## config.mk

```make
export PLATFORM = sky130hd
export DESIGN_NAME = spi_transfer_ctrl
export DESIGN_NICKNAME = d
export VERILOG_FILES = /design/src/rtl/spi_pkg.sv /design/src/rtl/spi_watchdog.sv /design/src/rtl/spi_transfer_ctrl.sv
export SDC_FILE = /design/constraint.sdc
export NUM_CORES = 1
export LEC_CHECK = 0
export ABC_CLOCK_PERIOD_IN_PS = 2100
export CORE_MARGIN = 4
export CORE_UTILIZATION = 46
export DETAILED_ROUTE_END_ITERATION = 10
export PLACE_DENSITY = 0.85
export SYNTH_ARGS = -nofsm -noshare
export SYNTH_HDL_FRONTEND = slang
export SYNTH_SLANG_ARGS = --single-unit
export TNS_END_PERCENT = 20
```

## constraint.sdc

```tcl
create_clock -name clk -period 2.1 [get_ports clk]
set_input_delay 0.315 -clock clk [delete_from_list [all_inputs] [get_ports clk]]
set_output_delay 0.315 -clock clk [all_outputs]
set_load 0.1 [all_outputs]
```

## src/rtl/spi_pkg.sv

```systemverilog
// Shared types and constants for the SPI transfer sequencer.
package spi_pkg;

  typedef enum logic [2:0] {
    ST_IDLE,
    ST_CONFIG,
    ST_START,
    ST_WAIT,
    ST_RESP
  } state_e;

  // cpol/cpha positions are offsets above the width field of the mode word
  localparam int CFG_CPOL_BIT = 1;
  localparam int CFG_CPHA_BIT = 0;

  function automatic int cfg_width(input int max_width_log);
    return max_width_log + 2;
  endfunction

endpackage

```

## src/rtl/spi_watchdog.sv

```systemverilog
// Transfer watchdog: counts enabled cycles and flags the cycle whose count reaches the limit.
module spi_watchdog #(
  parameter int TIMEOUT_LOG = 16
) (
  input  logic clk,
  input  logic rst_n,
  input  logic clear_i,
  input  logic enable_i,
  output logic limit_o
);

  localparam logic [TIMEOUT_LOG-1:0] LIMIT = '1;

  logic [TIMEOUT_LOG-1:0] count_q, count_d;

  always_comb begin
    count_d = count_q;
    if (clear_i) begin
      count_d = '0;
    end else if (enable_i && (count_q != LIMIT)) begin
      count_d = count_q + 1'b1;
    end
  end

  always_ff @(posedge clk) begin
    if (!rst_n) begin
      count_q <= '0;
    end else begin
      count_q <= count_d;
    end
  end

  // High in the enabled cycle whose increment lands on the limit
  assign limit_o = enable_i && (count_q >= (LIMIT - 1'b1));

endmodule

```

## src/rtl/spi_transfer_ctrl.sv

```systemverilog
// Sequences single SPI transfers: optional mode reload, start strobe, watched wait, response.
module spi_transfer_ctrl
  import spi_pkg::*;
#(
  parameter int SPI_MAX_WIDTH_LOG = 4,
  parameter int TIMEOUT_LOG       = 16,
  localparam int DW = 2**SPI_MAX_WIDTH_LOG,
  localparam int CW = cfg_width(SPI_MAX_WIDTH_LOG)
) (
  input  logic          clk,
  input  logic          rst_n,
  input  logic          req_valid,
  output logic          req_ready,
  input  logic [CW-1:0] req_cfg,
  input  logic [DW-1:0] req_data,
  output logic          rsp_valid,
  input  logic          rsp_ready,
  output logic [DW-1:0] rsp_data,
  output logic          rsp_timeout,
  output logic          config_req,
  output logic [CW-1:0] config_data,
  output logic          spi_start,
  input  logic          spi_finish,
  output logic [DW-1:0] spi_din,
  input  logic [DW-1:0] spi_dout,
  output logic          busy
);

  state_e        state_q, state_d;
  logic [CW-1:0] cur_cfg_q, cur_cfg_d;
  logic [CW-1:0] applied_cfg_q, applied_cfg_d;
  logic          cfg_loaded_q, cfg_loaded_d;
  logic [DW-1:0] din_q, din_d;
  logic [DW-1:0] rsp_data_q, rsp_data_d;
  logic          rsp_timeout_q, rsp_timeout_d;
  logic          wd_limit;

  always_comb begin
    state_d       = state_q;
    cur_cfg_d     = cur_cfg_q;
    applied_cfg_d = applied_cfg_q;
    cfg_loaded_d  = cfg_loaded_q;
    din_d         = din_q;
    rsp_data_d    = rsp_data_q;
    rsp_timeout_d = rsp_timeout_q;
    case (state_q)
      ST_IDLE: begin
        if (req_valid && req_ready) begin
          cur_cfg_d = req_cfg;
          din_d     = req_data;
          state_d   = (!cfg_loaded_q || (req_cfg != applied_cfg_q)) ? ST_CONFIG : ST_START;
        end
      end
      ST_CONFIG: begin
        applied_cfg_d = cur_cfg_q;
        cfg_loaded_d  = 1'b1;
        state_d       = ST_START;
      end
      ST_START: state_d = ST_WAIT;
      ST_WAIT: begin
        // A finish arriving on the limit cycle still counts as a completed transfer
        if (spi_finish) begin
          rsp_data_d    = spi_dout;
          rsp_timeout_d = 1'b0;
          state_d       = ST_RESP;
        end else if (wd_limit) begin
          rsp_data_d    = '0;
          rsp_timeout_d = 1'b1;
          cfg_loaded_d  = 1'b0;
          state_d       = ST_RESP;
        end
      end
      ST_RESP: begin
        if (rsp_ready) state_d = ST_IDLE;
      end
      default: state_d = ST_IDLE;
    endcase
  end

  always_ff @(posedge clk) begin
    if (!rst_n) begin
      state_q       <= ST_IDLE;
      cur_cfg_q     <= '0;
      applied_cfg_q <= '0;
      cfg_loaded_q  <= 1'b0;
      din_q         <= '0;
      rsp_data_q    <= '0;
      rsp_timeout_q <= 1'b0;
    end else begin
      state_q       <= state_d;
      cur_cfg_q     <= cur_cfg_d;
      applied_cfg_q <= applied_cfg_d;
      cfg_loaded_q  <= cfg_loaded_d;
      din_q         <= din_d;
      rsp_data_q    <= rsp_data_d;
      rsp_timeout_q <= rsp_timeout_d;
    end
  end

  spi_watchdog #(
    .TIMEOUT_LOG(TIMEOUT_LOG)
  ) u_watchdog (
    .clk     (clk),
    .rst_n   (rst_n),
    .clear_i (state_q == ST_START),
    .enable_i(state_q == ST_WAIT),
    .limit_o (wd_limit)
  );

  assign req_ready   = rst_n && (state_q == ST_IDLE);
  assign rsp_valid   = (state_q == ST_RESP);
  assign rsp_data    = rsp_data_q;
  assign rsp_timeout = rsp_timeout_q;
  assign config_req  = (state_q == ST_CONFIG);
  assign config_data = (state_q == ST_CONFIG) ? cur_cfg_q : applied_cfg_q;
  assign spi_start   = (state_q == ST_START);
  assign spi_din     = din_q;
  assign busy        = (state_q != ST_IDLE);

endmodule

```

After elaboration in Yosys (flattened, before gate mapping)
Index checks and enable logic that the tools add are counted.
{ "word_totals": {"regBits": 65, "output_inout_bits": 44, "latch_bits": 0, "mem_bits_rw": 0, "in_bits": 43, "rom_bits": 0, "mem_count": 0} }
{ "op_classes": {"div": 0, "mul": 0, "eq_ne": 11, "addsub": 1, "bitwise": 1, "reduce_logical": 15, "order_cmp": 1, "mux": 14, "shifts": 0} }
{ "op_table": {"columns": ["cell", "count"], "rows": [
  ["16-bit two-way mux", 2],
  ["16-bit by 1-bit adder with 16-bit output (second input constant)", 1],
  ["16-bit greater-or-equal comparator (second input constant)", 1],
  ["16-bit != test (second input constant)", 1],
  ["3-bit one-hot mux with 5 select lines", 1],
  ["3-bit two-way mux", 4],
  ["3-bit by 2-bit == test with 1-bit output (second input constant)", 2],
  ["6-bit two-way mux", 1],
  ["2-bit != test (second input constant)", 3],
  ["6-bit != test", 1],
  ["3-bit AND reduction", 2],
  ["1-bit logical AND", 4],
  ["1-bit two-way mux", 4],
  ["2-bit AND reduction", 2],
  ["2-bit nonzero test", 2],
  ["3-bit by 1-bit == test with 1-bit output (second input constant)", 1],
  ["3-bit == test (second input constant)", 1],
  ["3-bit logical NOT", 1],
  ["3-bit != test (second input constant)", 1],
  ["3-bit nonzero test", 1],
  ["2-bit two-way mux", 1],
  ["2-bit by 1-bit != test with 1-bit output (second input constant)", 1],
  ["1-bit one-hot mux with 2 select lines", 1],
  ["2-bit OR reduction", 1],
  ["3 further kinds", 3]
]} }

Depth between registers and ports, before layout
{ "logic_depth": {"ltp_word": 5, "mapped_depth": 7, "depth_no_buf": 6} }

Modules after synthesis
A second synthesis with hierarchy kept.
{ "hier_totals": {"cells_unflattened": 322, "hier_area_um2": 2886.5} }
{ "by_module_without_submodules": {"columns": ["module", "n_inst", "seq_area_each_um2", "cells_each", "area_each_um2"], "rows": [
  ["spi_transfer_ctrl", 1, 980.9, 210, 1926.8],
  ["spi_watchdog", 1, 320.3, 112, 959.7]
]} }

Least setup slack after synthesis
No wires, ideal clock.
{ "synth_timing": {"path_type": "register -> register", "startpoint": "reg state_q[1]", "endpoint": "reg u_watchdog.count_q[10]", "stages_incl_launch_ff": 6, "arrival_time_ns": 3.497, "path_slack_ns": -1.530, "t_required_ns": 1.968, "setup_time_ns": 0.132, "path_cell_list": "dfxtp_1 > buf_2 > nor3b_1 > nand2b_1 > buf_1 > a21oi_1"} }
{ "synth_via": {"elab_chain_cells": 2, "elab_cells_between_ends": 4, "classes_between": "eq/ne (2); reduce/logical (2)"} }
{ "synth_rtl": {"columns": ["item", "line_no", "rtl"], "rows": [
  ["start, declared", "spi_transfer_ctrl.sv:29", "state_e state_q, state_d;"],
  ["start signal, assigned", "spi_transfer_ctrl.sv:90", "state_q <= state_d;"],
  ["3-bit by 2-bit == test with 1-bit output", null, null],
  ["named net spi_start", "spi_transfer_ctrl.sv:22", "output logic spi_start,"],
  ["2-bit OR reduction (no source line)", null, null],
  ["end signal, assigned", "spi_watchdog.sv:29", "count_q <= count_d;"],
  ["end, declared", "spi_watchdog.sv:14", "logic [TIMEOUT_LOG-1:0] count_q, count_d;"]
]} }
The timed path passes the listed nets, and every way through them passes these cells.
A chain may end at the register's enable or synchronous reset.

Final worst setup path
{ "layout_timing": {"startpoint": "reg state_q[2]", "endpoint": "out config_data[1]"} }
{ "layout_via": {"elab_chain_cells": 2} }
{ "layout_rtl": {"columns": ["item", "line_no", "rtl"], "rows": [
  ["3-bit by 1-bit == test with 1-bit output", "spi_transfer_ctrl.sv:115", "assign config_data = (state_q == ST_CONFIG) ? cur_cfg_q : applied_cfg_q;"],
  ["6-bit two-way mux", null, null],
  ["end, declared", "spi_transfer_ctrl.sv:21", "output logic [CW-1:0] config_data,"]
]} }
Every way passes these cells.

==> impl_results.md <==
* Status: finished clean
* Met2 GRT Util at 0.300
* Fin crit share at 0.959
* Predominant post-synthesis flop cell: dfxtp_1
* Tot Pwr at just over 3 mW
* Reg clk slew, reported paths at ~0.070 ns
* Sink Count at 65
* Setup-failing EPs final at 0
* Syn avg cell area at 9.03 sq um
* Row count at 27
* Async SR Flop Fraction at 0
* TritonCTS Buffers at 9
* Max transition margin at 0.635
* Core Box Area at around 5600 sq um
* Largest net degree at the start of global routing at 29
* Hold Crit Class: flop to flop
* GPL Wtd Cong at 0.805
* Critical path required time at about 1.8 ns
* Clock Latency Late Sink at about 0.33 ns
* Post-Layout Cell Count at ~470
* RSZ-0062 raised after global routing: no
* Endpoint class of the critical path: output port
* Dpl cells at 450
* Net Count, Synth at approximately 350
* Worst-Margin Slew at roughly 0.54 ns
* Layout cell share with drive strength beyond 1 at 0.234
* DR pass1 iterations at 4
* Shortest period the worst path allows at ~2 ns
* GR peak layer: met2
* Initial antenna violation count at 0
* Global-route usage over all layers at 0.191
* DPL Wire Length at between 4000 and 5000 microns
* Cells on worst reg2reg path at 4
* Final nets at about 430
* R2R Setup Slk at ~0.22 ns
* Initial Utilization at 0.483
* Worst Path Class, Setup: flop to output port
* Post-synth top area cell: dfxtp_1
* Fin. max-slew vios at 0
* First-pass GRT wire length at between 10000 and 15000 microns
* Post-synth EDFFs at 0
* Final Hold Viols at 0
* Register area share after synthesis at 0.481
* Final ANT Viol Nets at 0
* Hold WS at 0.458 ns
* Post-Synthesis Cells at 300
* Met3 usage at 0.0775
* ANT cells at 0
* Clock skew at slightly below 0.006 ns
* Total of max-cap violations at 0
* Die Ht at between 80 and 90 microns
* I/O pin count at 87
* RR Endpoint: u_watchdog.count_q[10]
* CTS HTree Levels at 3
* Met1 usage at 0.235
* Layout area overhead at 44.2%
* Grt total ovfl at 0
* Mapped Area at around 2700 sq um
* Vias at about 2600
* Synth area leaders: dfxtp_1 (48%), nand2_1 (7.5%), o21ai_0 (5.0%), a22o_1 (3.2%), a21oi_1 (3.1%)
* Min-delay src: cur_cfg_q[4]
* Number of global-route vias before repair at about 2400
* CTS tree: done
* Crit start category: flop
* Synth Register Bits at between 60 and 70
* Synthesis warning total at 0
* Unique masters post-synth at 43
* Clock root buffer master: clkbuf_8
* Peak VDD IR at between 400 and 500 uV
* Clk buf depth at 2
* Worst r2r src: state_q[1]
* DRT Wirelength at roughly 6700 microns
* DIE AREA at 7180 sq um
* WL per Instance at 14.3 microns
* Hold path cells at 2
* Power Density at 787 nW/um^2
* Port Buf Inserts at between 80 and 90
* Die Width at between 80 and 90 microns
* Vias/cell at ~5.5
* Synth top area share at 0.481
* Fmax at 497 MHz
* Setup crit start: state_q[2]
* WHS Endpoint: cur_cfg_q[4]
* Worst Path Max Fanout at 8
* First-iteration detailed-routing DRC count at about 170
* CP arrival at between 1.5 and 2 ns
* P_leak at 1.51 nW
* Hold-fix buffers, CTS at 0
* Remaining routing DRC violations at 0
[kinds of logic (layout without fill, tap and decap cells)]
group                      after synthesis  after routing  synth area share
DFF                                     65             65             0.481
AOI/OAI and AO/OA                       80             80             0.197
adders and majority gates                2              2           0.00924
xor gates and xnor gates                 6              6            0.0194
and+or+nand+nor                        119            119             0.232
muxes                                    7              7            0.0286
buffers and inverters                   21            115            0.0337
[state kept, by name, summed over array words and instances (netlist names)]
register            flops
rsp_data               16
cfg_loaded_q            1
state_q                 3
applied_cfg_q           6
rsp_timeout             1
spi_din                16
u_watchdog.count_q     16
cur_cfg_q               6
[worst max-delay path, cell delays in order, from the launching register on]
cell,delay [ns]
dfxtp_2,0.36
nand2b_1,0.18
nor2_2,0.11
buf_6,0.16
mux2_2,0.39
buf_12,0.18
[routing by layer]
layer  part of all wire  wire length, microns
met2               0.46                  3060
met4              0.014                    93
met5                  0                     0
met1               0.43                  2890
met3              0.096                   641
[area by class of cell]
type                            count  area, sq um
Clock inverter                      3         22.5
Multi-Input combinational cell    214         1340
Timing Repair Buffer               94          952
Tap cell                           72         90.1
Inverter                            5         18.8
Sequential cell                    65         1310
Fill cell                         423         1700
Clock buffer                       13          179
[Yosys cell counts (2+ instances only)]
master    count
nor3b_1       2
and4_1        5
o21a_1        3
o211ai_1      2
mux2_2        6
nor2_1        8
inv_1         5
ha_1          2
or4_1         5
a21oi_1      17
nor4_1        2
nand4_2       2
or3_1         5
o31ai_1       8
and2_1        8
dfxtp_1      65
buf_2         4
nor3_1        3
o21ai_0      27
nand4_1       6
xnor2_1       6
a22o_2        6
nand3_1       6
clkbuf_1     10
nand2_1      54
and3_1        4
a22o_1       10
nand2b_1      4
[how the worst max path moves through the flow]
stage | end | slack (ns) | cells after the start
after detailed placement | u_watchdog.count_q[10] | 0.23 | 4
after global routing | config_data[1] | 0.01 | 5
after floorplan | config_data[0] | -0.42 | 4
final | config_data[1] | 0.09 | 5
after global placement | rsp_data[0] | 0.27 | 5
after CTS | config_data[1] | 0.003 | 5
[cell usage in the layout, fill, tap and decap left out, types with 6 or more instances in the layout]
| cell type | count |
|---|---|
| dfxtp_1 | 63 |
| nand2_1 | 54 |
| clkdlybuf4s50_1 | 42 |
| buf_4 | 40 |
| o21ai_0 | 27 |
| a21oi_1 | 17 |
| clkbuf_8 | 13 |
| buf_12 | 11 |
| a22o_1 | 10 |
| and2_1 | 8 |
| o31ai_1 | 8 |
| nor2_1 | 7 |
| mux2_2 | 6 |
| nand4_1 | 6 |
| a22o_2 | 6 |
| nand3_1 | 6 |
| xnor2_1 | 6 |
[metrics by stage]
step	utilization	TNS [ns]	area (sq um)	setup slack [ns]
finish	0.696	0	3910	0.0869
global route	0.696	0	3910	0.0146
CTS	0.695	0	3900	0.00259
detailed placement	0.659	0	3690	0.229
global placement	0.659	0	3690	0.271
floorplan	-	-10.12	2720	-0.419
[what timing repair did]
| item | CTS | global route |
|---|---|---|
| resized for setup | 1 | 3 |
| setup buffers | 0 | 0 |
| endpoints found under the hold margin | 0 | 0 |
| endpoints found under the setup margin | 6 | 6 |
[power by group]
part	total [mW]	internal (mW)	switching [mW]
logic	0.721	0.238	0.483
registers	1.32	1.29	0.0383
clock network	1.03	0.557	0.470
Power figures use the tool's default switching activity.
